### config.mk
export PLATFORM = sky130hd
export DESIGN_NAME = strength_net_resolver_flat
export DESIGN_NICKNAME = d
export VERILOG_FILES = /design/src/rtl/strength_net_resolver_if.sv /design/src/rtl/strength_net_resolver.sv /design/src/flat_wrapper.sv
export SDC_FILE = /design/constraint.sdc
export NUM_CORES = 1
export LEC_CHECK = 0
export ABC_CLOCK_PERIOD_IN_PS = 8180
export CORE_UTILIZATION = 50
export DETAILED_ROUTE_END_ITERATION = 10
export PLACE_DENSITY = 0.72
export SLEW_MARGIN = 5
export SYNTH_ARGS = -nofsm -noshare
export SYNTH_HDL_FRONTEND = slang
export SYNTH_SLANG_ARGS = --single-unit
### constraint.sdc
create_clock -name clk -period 8.18 [get_ports clk]
set_input_delay 2.454 -clock clk [delete_from_list [all_inputs] [get_ports clk]]
set_output_delay 2.454 -clock clk [all_outputs]
set_load 0.1 [all_outputs]
### src/rtl/strength_net_resolver_if.sv
// Slot-write and resolved-net bundle for strength_net_resolver.
// The master side writes driver slots; the slave side returns the resolved net.
interface strength_net_resolver_if #(
  parameter int WIDTH = 16,
  parameter int NDRV  = 4
);
  localparam int IDW = (NDRV > 1) ? $clog2(NDRV) : 1;

  logic             wr_valid;
  logic             wr_ready;
  logic [IDW-1:0]   wr_id;
  logic             wr_en;
  logic [2:0]       wr_str0;
  logic [2:0]       wr_str1;
  logic [WIDTH-1:0] wr_val;
  logic             out_valid;
  logic [WIDTH-1:0] out_val;
  logic [WIDTH-1:0] out_x;
  logic [WIDTH-1:0] out_z;
  logic             busy;

  modport master (
    output wr_valid, wr_id, wr_en, wr_str0, wr_str1, wr_val,
    input  wr_ready, out_valid, out_val, out_x, out_z, busy
  );

  modport slave (
    input  wr_valid, wr_id, wr_en, wr_str0, wr_str1, wr_val,
    output wr_ready, out_valid, out_val, out_x, out_z, busy
  );
endinterface

### src/rtl/strength_net_resolver.sv
// Registered strength resolver for a multiply-driven net: after every slot
// update, sweeps the driver slots one per cycle and publishes value/X/Z masks.
module strength_net_resolver #(
  parameter int WIDTH = 16,
  parameter int NDRV  = 4
) (
  input logic                    clk,
  input logic                    rst,
  strength_net_resolver_if.slave bus
);
  localparam int IDW = (NDRV > 1) ? $clog2(NDRV) : 1;

  localparam logic [0:0] IDLE  = 1'b0;
  localparam logic [0:0] SWEEP = 1'b1;

  logic [0:0]       state;
  logic [IDW-1:0]   idx;

  logic             slot_en  [NDRV];
  logic [2:0]       slot_s0  [NDRV];
  logic [2:0]       slot_s1  [NDRV];
  logic [WIDTH-1:0] slot_val [NDRV];

  logic [2:0]       best     [WIDTH];
  logic [WIDTH-1:0] acc_val;
  logic [WIDTH-1:0] acc_x;

  logic [2:0]       nxt_best [WIDTH];
  logic [WIDTH-1:0] nxt_val;
  logic [WIDTH-1:0] nxt_x;
  logic [WIDTH-1:0] nxt_z;

  logic             r_valid;
  logic [WIDTH-1:0] r_val;
  logic [WIDTH-1:0] r_x;
  logic [WIDTH-1:0] r_z;

  logic             last_idx;
  logic             id_ok;

  assign bus.wr_ready  = (state == IDLE);
  assign bus.busy      = (state == SWEEP);
  assign bus.out_valid = r_valid;
  assign bus.out_val   = r_val;
  assign bus.out_x     = r_x;
  assign bus.out_z     = r_z;

  assign last_idx = (int'(idx) == NDRV - 1);
  assign id_ok    = (int'(bus.wr_id) < NDRV);

  // Fold slot idx into the running per-bit strongest-driver accumulator.
  always_comb begin
    logic [2:0] s;
    logic       v;
    nxt_best = best;
    nxt_val  = acc_val;
    nxt_x    = acc_x;
    nxt_z    = '0;
    s        = '0;
    v        = 1'b0;
    for (int unsigned b = 0; b < WIDTH; b++) begin
      v = slot_val[idx][b];
      s = '0;
      if (slot_en[idx]) begin
        s = v ? slot_s1[idx] : slot_s0[idx];
      end
      if (s > best[b]) begin
        nxt_best[b] = s;
        nxt_val[b]  = v;
        nxt_x[b]    = 1'b0;
      end else if ((s == best[b]) && (s != 3'd0) && (v != acc_val[b])) begin
        nxt_x[b] = 1'b1;
      end
      nxt_z[b] = (nxt_best[b] == 3'd0);
    end
  end

  always_ff @(posedge clk or posedge rst) begin
    if (rst) begin
      state   <= IDLE;
      idx     <= '0;
      acc_val <= '0;
      acc_x   <= '0;
      r_valid <= 1'b0;
      r_val   <= '0;
      r_x     <= '0;
      r_z     <= '1;
      for (int unsigned i = 0; i < NDRV; i++) begin
        slot_en[i]  <= 1'b0;
        slot_s0[i]  <= '0;
        slot_s1[i]  <= '0;
        slot_val[i] <= '0;
      end
      for (int unsigned b = 0; b < WIDTH; b++) begin
        best[b] <= '0;
      end
    end else begin
      r_valid <= 1'b0;
      case (state)
        IDLE: begin
          if (bus.wr_valid) begin
            // Out-of-range ids are still consumed and still trigger a sweep.
            if (id_ok) begin
              slot_en[bus.wr_id]  <= bus.wr_en;
              slot_s0[bus.wr_id]  <= bus.wr_str0;
              slot_s1[bus.wr_id]  <= bus.wr_str1;
              slot_val[bus.wr_id] <= bus.wr_val;
            end
            for (int unsigned b = 0; b < WIDTH; b++) begin
              best[b] <= '0;
            end
            acc_val <= '0;
            acc_x   <= '0;
            idx     <= '0;
            state   <= SWEEP;
          end
        end
        SWEEP: begin
          best    <= nxt_best;
          acc_val <= nxt_val;
          acc_x   <= nxt_x;
          if (last_idx) begin
            r_z     <= nxt_z;
            r_x     <= nxt_x & ~nxt_z;
            r_val   <= nxt_val & ~nxt_x & ~nxt_z;
            r_valid <= 1'b1;
            idx     <= '0;
            state   <= IDLE;
          end else begin
            idx <= idx + 1'b1;
          end
        end
        default: state <= IDLE;
      endcase
    end
  end
endmodule

### src/flat_wrapper.sv
// flat-port wrapper written by rule: the top's interface ports become plain ports
module strength_net_resolver_flat 
#(
  parameter int WIDTH = 16,
  parameter int NDRV  = 4
)
  (clk, rst, bus_wr_valid, bus_wr_id, bus_wr_en, bus_wr_str0, bus_wr_str1, bus_wr_val, bus_wr_ready, bus_out_valid, bus_out_val, bus_out_x, bus_out_z, bus_busy);
  strength_net_resolver_if #(.WIDTH(WIDTH), .NDRV(NDRV)) bus_i ();
  input logic clk;
  input logic rst;
  input wire logic [$bits(bus_i.wr_valid)-1:0] bus_wr_valid;
  input wire logic [$bits(bus_i.wr_id)-1:0] bus_wr_id;
  input wire logic [$bits(bus_i.wr_en)-1:0] bus_wr_en;
  input wire logic [$bits(bus_i.wr_str0)-1:0] bus_wr_str0;
  input wire logic [$bits(bus_i.wr_str1)-1:0] bus_wr_str1;
  input wire logic [$bits(bus_i.wr_val)-1:0] bus_wr_val;
  output wire logic [$bits(bus_i.wr_ready)-1:0] bus_wr_ready;
  output wire logic [$bits(bus_i.out_valid)-1:0] bus_out_valid;
  output wire logic [$bits(bus_i.out_val)-1:0] bus_out_val;
  output wire logic [$bits(bus_i.out_x)-1:0] bus_out_x;
  output wire logic [$bits(bus_i.out_z)-1:0] bus_out_z;
  output wire logic [$bits(bus_i.busy)-1:0] bus_busy;
  assign bus_i.wr_valid = bus_wr_valid;
  assign bus_i.wr_id = bus_wr_id;
  assign bus_i.wr_en = bus_wr_en;
  assign bus_i.wr_str0 = bus_wr_str0;
  assign bus_i.wr_str1 = bus_wr_str1;
  assign bus_i.wr_val = bus_wr_val;
  assign bus_wr_ready = bus_i.wr_ready;
  assign bus_out_valid = bus_i.out_valid;
  assign bus_out_val = bus_i.out_val;
  assign bus_out_x = bus_i.out_x;
  assign bus_out_z = bus_i.out_z;
  assign bus_busy = bus_i.busy;
  strength_net_resolver #(.WIDTH(WIDTH), .NDRV(NDRV)) u_core (.clk(clk), .rst(rst), .bus(bus_i));
endmodule
==> flow_summary.json, run 1 <==
{
  "fin_crit_ps": 5390,
  "final_common_cell": "dfrtp_1",
  "via_per_inst": 5.98,
  "initial_utilization_pct": 50.8,
  "cts_setup_buffers": 0,
  "worst_slack_ps": 2790,
  "path_delay_family": "buffers and inverters",
  "violations": "design-rule violations",
  "fin_setup_tns_ps": 0,
  "drt_drc_violations_left": 2,
  "synthArstFlopShare_pct": 100,
  "numPortBuffers": 78,
  "slowest_stage": "clkdlybuf4s50_1",
  "synth_cell_type_count": 43,
  "final_nets": 1267,
  "grtUsageTotal_pct": 23.4,
  "synth_nets": 1210,
  "status": "complete, but fails checks",
  "final_layout_size_suffix_gt1_share_pct": 19.0,
  "antenna_found_initial": 0,
  "drtIter0Drc": 548,
  "pre_cts_ws_ps": 3370,
  "grt_overflow": 0,
  "ys_seq_area_share_pct": 45.6,
  "post_drt_wl_per_cell_um": 18.9,
  "critPathMaxFanout": 40,
  "whs_endpoint": "u_core.bus.out_z[0]",
  "hold_path.class": "reg2reg",
  "synthAdderAreaFrac_pct": 4.97,
  "clkTransAtPathRegs_ps": 60,
  "rows": 57,
  "synth_edf_count": 0,
  "grt_pass1_vias": 9245,
  "clock_latency_ps": 530,
  "worstPathArrival_ps": 2930,
  "cts_hold_buffers": 0,
  "clockRootBuffer": "clkbuf_16",
  "fill_cells": 2014,
  "ctsResizeCount": 0,
  "start_kind": "flip-flop",
  "syn_area_um2": 12300,
  "diodes": 0,
  "grt_max_degree": 191,
  "r2r_setup_slack_ps": 3820,
  "die_h_um": 159,
  "maxSlewHeadroom_pct": 26.3,
  "max_freq_mhz": 186,
  "crit_type": "reg2out",
  "cap_violations": 0,
  "synthSimpleGateAreaFrac_pct": 11.6,
  "cts_tree": "done",
  "cp.required_ps": 5730,
  "crit_chain": "inv_2, clkdlybuf4s50_1",
  "tightest_slew_ps": 1110,
  "ios": 79,
  "stdcell_count": 1532,
  "avgSynthCellArea_um2": 10.9,
  "drtAntennaViolNets": 0,
  "cts-htree-levels": 1,
  "ys_seq_elements": 224,
  "synth_area_leaders": "dfrtp_1 (42%), mux2_2 (12%), ha_1 (5.0%), mux4_2 (4.2%), nand2_1 (3.9%)",
  "finalWeightedCongestion": 0.839,
  "synth_top_family_by_area": "multiplexers",
  "die_w_um": 159,
  "dr.pass1.iters": 7,
  "hold_viol": 0,
  "clock_sinks": 224,
  "synth_compound_area_share_pct": 13.7,
  "synth_flop_cell": "dfrtp_1",
  "die-area_um2": 25300,
  "path_buf_inv": 2,
  "final_cell_mix": "dfrtp_1 (207), mux2_2 (127), nand2_1 (127)",
  "finClkSkew_ps": 10.1,
  "drv_slew": 0,
  "numCtsBuffers": 24,
  "clockBufferDepth": 3,
  "muxShareOfSynthArea_pct": 19.9,
  "synth_xor_xnor_area_share_pct": 0.782,
  "synth_top_area_share_pct": 42.2,
  "cp-end-kind": "primary output",
  "r2r_end": "u_core.bus.out_val[3]",
  "r2r_cells": 11,
  "ys_warn_count": 0,
  "dpl.hpwl_mm": 18.4,
  "r2r-start": "u_core.idx[0]",
  "setup_viol": 0,
  "vias": 9167,
  "placed_cells": 1488,
  "rsz0062_at_grt": "false",
  "hold_start": "u_core.bus.out_z[0]",
  "yosysTopAreaCell": "dfrtp_1",
  "grt_pass1_wl_mm": 47.9,
  "synthCells": 1133,
  "register_area_um2": 5630,
  "multi_input_area_um2": 6300,
  "hold_depth": 2,
  "flow.area_growth_from_synthesis_pct": 14.8,
  "cp_slowest_stage_delay_ps": 1270,
  "core-area_um2": 24200,
  "fin_crit_sh_pct": 65.8,
  "totalWireLength_mm": 28.9
}
## synth_stat cells (all sizes together) (7+ instances only)
library cell,n
dfrtp,208
mux2,130
nand2,128
o21ai,83
nor2,65
ha,49
clkbuf,46
mux2i,46
inv,41
a21oi,27
or3,26
mux4,23
o21a,22
nand3,21
o22ai,20
dfstp,16
nor2b,16
nor3,16
a21o,15
a32o,15
buf,14
o31ai,12
a41o,11
o211ai,11
o32ai,11
xnor2,11
nand4bb,10
o2111a,10
nor3b,7
## worst min-delay path: cells and delay by family, from the launching register on
| kind | cells | cell delay [ps] |
|---|---|---|
| flip-flops | 1 | 370 |
| AND/OR/NAND/NOR | 1 | 40 |
| AO/OA/AOI/OAI | 1 | 60 |
## flip-flops by register name (all words and copies together), names as in the netlist
register,cells
u_core.bus.out_z,16
u_core.slot_s0,12
u_core.slot_en,4
u_core.slot_val,64
u_core.idx,2
u_core.bus.busy,1
u_core.acc_x,16
u_core.best,48
u_core.bus.out_val,16
u_core.slot_s1,12
u_core.bus.out_valid,1
u_core.acc_val,16
u_core.bus.out_x,16
## logic make-up after synthesis
kind of cell | count (synthesis)
adder cells (fa/ha/maj) | 49
flip-flops | 224
AO/OA/AOI/OAI | 246
AND/OR/NAND/NOR | 303
multiplexers | 199
buffers and inverters | 101
XOR/XNOR | 11
## how the worst max path moves through the flow
stage	start	to	slack, ps	cells after the start
global route	u_core.bus.busy	bus_wr_ready	2740	2
floorplan	rst	u_core.acc_val[0]	2820	1
global placement	u_core.bus.busy	bus_wr_ready	3400	2
detailed placement	u_core.bus.busy	bus_wr_ready	3370	2
CTS	u_core.bus.busy	bus_wr_ready	2810	2
finish	u_core.bus.busy	bus_wr_ready	2790	2
## layout make-up
type / instances / area share, %
multi-input cells: 808 / 44.5
well taps: 324 / 2.86
clock buffers: 36 / 4.85
repair buffers: 91 / 6.26
inverters: 41 / 1.11
clock inverters: 8 / 0.654
flip-flops and latches: 224 / 39.8
## routing by layer
| metal | global-route usage [%] | share of wire (%) | vias up |
|---|---|---|---|
| li1 | - | - | 4277 |
| met1 | 32.3 | 45 | 4614 |
| met2 | 38.4 | 48 | 216 |
| met3 | 3.13 | 4.8 | 60 |
| met4 | 7.43 | 2.2 | 0 |
| met5 | 0 | 0 | - |
## through the flow
step | hold WS (ps) | area (µm²) | utilization [%]
floorplan | 445 | 12300 | -
global placement | 464 | 13400 | 55.1
detailed placement | 470 | 13400 | 55.1
CTS | 479 | 14200 | 58.4
global route | 502 | 14200 | 58.4
finish | 472 | 14200 | 58.4
Power of run 1 is left out: the tool's default activity adds up to more than one toggle a clock period on the data nets, which glitch-free logic cannot reach.
==> run 2, diff against run 1 <==
--- a/config.mk
+++ b/config.mk
@@ -5,7 +5,7 @@
 export SDC_FILE = /design/constraint.sdc
 export NUM_CORES = 1
 export LEC_CHECK = 0
-export ABC_CLOCK_PERIOD_IN_PS = 8180
+export ABC_CLOCK_PERIOD_IN_PS = 4370
 export CORE_UTILIZATION = 50
 export DETAILED_ROUTE_END_ITERATION = 10
 export PLACE_DENSITY = 0.72
==> constraint.sdc (replaced) <==
create_clock -name clk -period 4.37 [get_ports clk]
set_input_delay 1.311 -clock clk [delete_from_list [all_inputs] [get_ports clk]]
set_output_delay 1.311 -clock clk [all_outputs]
set_load 0.1 [all_outputs]
==> run 2 against run 1 <==
Compared with the run above:
- first-iteration DRC count up 4.7%
- worst hold slack worse by 1.2 ps
- clock-buffer cell count down 3
- the flow still finishes with violations (design-rule violations)
- register-to-register slack worse by 3300 ps
- wire length up 5.0%
- non-clock buffer count up 13
==> flow_summary.json, run 2 (synthesis gave the netlist of run 1 again) <==
{
  "clockBufferDepth": 3,
  "worstPathArrival_ps": 4280,
  "antenna_found_initial": 0,
  "pre_cts_ws_ps": 544,
  "met2_length_mm": 14.4,
  "final_cell_mix": "dfrtp_1 (207), mux2_2 (127), nand2_1 (127)",
  "dpl.hpwl_mm": 20.0,
  "ios": 79,
  "die-area_um2": 25300,
  "drv_slew": 0,
  "r2r_setup_slack_ps": 510,
  "fill_cells": 2015,
  "fin_crit_ps": 3860,
  "violations": "design-rule violations",
  "stdcell_area_um2": 14400,
  "tightest_slew_ps": 999,
  "hold_start": "u_core.bus.out_val[15]",
  "top_layer_used": "met4",
  "flow.area_growth_from_synthesis_pct": 16.9,
  "dpl_cell_area_um2": 13500,
  "cp-end-kind": "flip-flop",
  "hold_viol": 0,
  "critPathMaxFanout": 9,
  "grt_overflow": 0,
  "grtUsageTotal_pct": 24.6,
  "drtAntennaViolNets": 0,
  "vias": 9255,
  "totalWireLength_mm": 30.4,
  "diodes": 0,
  "fin_setup_tns_ps": 0,
  "largest_reg_flops": 64,
  "reg_top3": "u_core.slot_val x64, u_core.best x48",
  "die_h_um": 159,
  "grt_pass1_wl_mm": 50.4,
  "cp.required_ps": 4790,
  "ctsResizeCount": 0,
  "drt-met1-wl_mm": 13.7,
  "core-area_um2": 24200,
  "crit_type": "reg2reg",
  "grt_pass1_vias": 9491,
  "rsz0062_at_grt": "false",
  "final_nets": 1282,
  "finalWeightedCongestion": 0.808,
  "dr.pass1.iters": 9,
  "max_freq_mhz": 259,
  "largest_register": "u_core.slot_val",
  "clock_latency_ps": 550,
  "cts-htree-levels": 1,
  "setup_viol": 0,
  "grt_max_degree": 58,
  "die_w_um": 159,
  "clkTransAtPathRegs_ps": 60,
  "whs_endpoint": "u_core.bus.out_val[15]",
  "finClkSkew_ps": 29.8,
  "clockRootBuffer": "clkbuf_16",
  "numCtsBuffers": 26,
  "final_common_cell": "dfrtp_1",
  "status": "complete, but fails checks",
  "final_layout_size_suffix_gt1_share_pct": 20.5,
  "drt_drc_violations_left": 2,
  "cts_tree": "done",
  "rows": 57,
  "cap_violations": 0,
  "start_kind": "flip-flop",
  "post_drt_wl_per_cell_um": 19.6,
  "cts_setup_buffers": 0,
  "initial_utilization_pct": 50.8,
  "clock_sinks": 224,
  "fin_crit_sh_pct": 88.4,
  "drtIter0Drc": 574,
  "via_per_inst": 5.97,
  "worst_slack_ps": 509,
  "placed_cells": 1501,
  "hold_depth": 2,
  "r2r-start": "u_core.idx[0]",
  "maxSlewHeadroom_pct": 33.2,
  "hold_path.class": "reg2reg",
  "numPortBuffers": 78,
  "r2r_end": "u_core.bus.out_val[2]",
  "stdcell_count": 1549,
  "cts_hold_buffers": 0,
  "wl_met3_mm": 1.57,
  "r2r_cells": 11
}
run 2: cell count changes in the layout (fill, tap and decap cells not counted), sizes merged:
cell	delta
clkinv	+3
clkbuf	-3
bufinv	+2
buf	+15
clkinvlp	+2
clkdlybuf4s50	-2
run 2: worst max-delay path by stage:
stage | startpoint | to | slack, ps | cells past startpoint
final | u_core.idx[0] | u_core.bus.out_val[2] | 510 | 11
after global routing | u_core.idx[0] | u_core.bus.out_val[5] | 300 | 12
after CTS | u_core.idx[0] | u_core.bus.out_val[2] | 500 | 11
after detailed placement | u_core.idx[0] | u_core.bus.out_val[2] | 540 | 11
after global placement | u_core.idx[0] | u_core.bus.out_val[4] | 650 | 10
after floorplan | rst | u_core.acc_val[0] | 150 | 1
run 2: cell type report:
cell class                      count  area, µm²  area share (%)
Inverter                           41        158            1.09
Tap cell                          324        405            2.81
Clock buffer                       33        677            4.70
Multi-Input combinational cell    808       6300            43.7
Clock inverter                     15        215            1.49
Timing Repair Buffer              104       1030            7.14
Sequential cell                   224       5630            39.1
run 2: routing by layer:
layer	global-route usage (%)	up-vias
li1	-	4317
met2	40.8	270
met4	7.26	0
met5	0	-
met1	34.0	4615
met3	2.92	53
run 2: worst max-delay path, cell delays in order (launching register included):
cell     delay (ps)
dfrtp_1         520
buf_4           280
mux4_2          620
mux2_2          340
and2_1          170
ha_1            310
nor2b_1         140
o21ai_0         300
nand2_1         110
mux2_2          300
or3_1           380
a32o_1          260
run 2: stage by stage:
step           hold WS [ps]  utilization, %
6_report                471            59.4
5_1_grt                 495            59.4
4_1_cts                 481            59.4
3_5_place_dp            469            55.7
3_3_place_gp            459            55.7
2_1_floorplan           445               -
Power of run 2 is left out for the same reason.
==> run 3, diff against run 2 <==
--- a/config.mk
+++ b/config.mk
@@ -6,9 +6,12 @@
 export NUM_CORES = 1
 export LEC_CHECK = 0
 export ABC_CLOCK_PERIOD_IN_PS = 4370
-export CORE_UTILIZATION = 50
+export CAP_MARGIN = 20
+export CELL_PAD_IN_SITES_DETAIL_PLACEMENT = 0
+export CELL_PAD_IN_SITES_GLOBAL_PLACEMENT = 1
+export CORE_UTILIZATION = 43
 export DETAILED_ROUTE_END_ITERATION = 10
-export PLACE_DENSITY = 0.72
+export PLACE_DENSITY = 0.76
 export SLEW_MARGIN = 5
 export SYNTH_ARGS = -nofsm -noshare
 export SYNTH_HDL_FRONTEND = slang
==> run 3 against run 2 <==
Compared with the run above:
- the run now ends clean
- global-route usage down 2.1 points
- sequential share of layout area down 0.098 points
- worst setup slack improved by 90 ps
- critical path type unchanged
- largest cell class unchanged
==> flow_summary.json, run 3 (synthesis gave the netlist of run 1 again) <==
{
  "die_h_um": 171,
  "drt_drc_violations_left": 0,
  "numCtsBuffers": 26,
  "vias": 9162,
  "drtIter0Drc": 538,
  "worstPathArrival_ps": 4170,
  "grt_pass1_vias": 9157,
  "grt_pass1_wl_mm": 51.5,
  "post_drt_wl_per_cell_um": 19.8,
  "clock_sinks": 224,
  "tightest_slew_ps": 987,
  "crit_type": "reg2reg",
  "drv_slew": 0,
  "grt_use_met1_pct": 32.5,
  "dpl_cell_area_um2": 13600,
  "start_kind": "flip-flop",
  "stdcell_area_um2": 14400,
  "hold_viol": 0,
  "largest_reg_flops": 64,
  "fin_crit_ps": 3770,
  "cpMostUsedCell": "buf_4",
  "grt_overflow": 0,
  "max_freq_mhz": 265,
  "cts-htree-levels": 1,
  "via_per_inst": 5.72,
  "grt_busiest_layer": "met2",
  "maxSlewHeadroom_pct": 34.0,
  "critPathMaxFanout": 15,
  "numPortBuffers": 78,
  "reg_top3": "u_core.slot_val x64, u_core.best x48",
  "final_cell_mix": "dfrtp_1 (207), mux2_2 (127), nand2_1 (127)",
  "grt_max_degree": 84,
  "clockRootBuffer": "clkbuf_16",
  "final_common_cell": "dfrtp_1",
  "cp_slowest_stage_delay_ps": 630,
  "clock_latency_ps": 530,
  "final_layout_size_suffix_gt1_share_pct": 20.6,
  "cp-end-kind": "flip-flop",
  "ctsResizeCount": 0,
  "rsz0062_at_grt": "false",
  "cts_hold_buffers": 0,
  "core-area_um2": 28000,
  "final_nets": 1281,
  "fin_setup_tns_ps": 0,
  "clockBufferDepth": 3,
  "dpl.hpwl_mm": 20.4,
  "status": "complete, no violations",
  "initial_utilization_pct": 44.0,
  "clkTransAtPathRegs_ps": 60,
  "diodes": 0,
  "dr.pass1.iters": 5,
  "crit_chain": "buf_4, buf_4, mux4_2, mux2i_1, nor2_1, ha_1, nor2b_1, o21a_1, o21ai_1, mux2_2, nand2_1, o21ai_0",
  "cp.required_ps": 4770,
  "finClkSkew_ps": 15.5,
  "whs_ps": 473,
  "fin_crit_sh_pct": 86.3,
  "cap_violations": 0,
  "setup_viol": 0,
  "path_delay_family": "multiplexers",
  "totalWireLength_mm": 31.6,
  "hold_path.class": "reg2reg",
  "die-area_um2": 29300,
  "grtUsageTotal_pct": 22.5,
  "antenna_found_initial": 0,
  "path_buf_inv": 2,
  "slowest_stage": "mux4_2",
  "rows": 61,
  "die_w_um": 171,
  "cts_tree": "done",
  "flow.area_growth_from_synthesis_pct": 17.2,
  "grt_use_met2_pct": 35.7,
  "drtAntennaViolNets": 0,
  "ios": 79,
  "cts_setup_buffers": 0,
  "largest_register": "u_core.slot_val",
  "gr-usage-met3_pct": 2.95,
  "finalWeightedCongestion": 0.811
}
-- run 3: layout make-up --
type	count	area (µm²)
fillers	2530	13600
multi-input cells	808	6300
flip-flops and latches	224	5630
repair buffers	103	1020
clock buffers	39	791
well taps	378	473
inverters	41	158
clock inverters	9	77.6
-- run 3: metrics by stage --
stage	utilization (%)	std cells	worst slack (ps)
after floorplan	-	1133	148
after global placement	48.5	1554	614
after CTS	51.6	1602	581
after global routing	51.6	1602	249
final	51.6	1602	599
after detailed placement	48.5	1554	573
-- run 3: routing by layer --
layer | vias to the layer above | share of wire (%) | wire [µm]
li1 | 4298 | - | -
met1 | 4612 | 49 | 15500
met2 | 203 | 45 | 14200
met3 | 49 | 4.1 | 1290
met4 | 0 | 1.9 | 615
met5 | - | 0 | 0
-- run 3: worst min-delay path, stage by stage (launching register included) --
cell	delay [ps]
dfstp_2	370
nand2_1	40
o21ai_0	60
-- run 3: path summary, 6_finish.rpt --
kind	from	end	slack, ps	cells after the start
max in group asynchronous	rst	u_core.bus.out_z[8]	2540	3
min in group asynchronous	rst	u_core.slot_val[50]	1090	2
max	u_core.idx[0]	u_core.bus.out_val[6]	600	12
min reg2reg	u_core.bus.out_z[0]	u_core.bus.out_z[0]	470	2
min	u_core.bus.out_z[0]	u_core.bus.out_z[0]	470	2
max reg2reg	u_core.idx[0]	u_core.bus.out_val[6]	600	12
Power of run 3 is left out for the same reason.
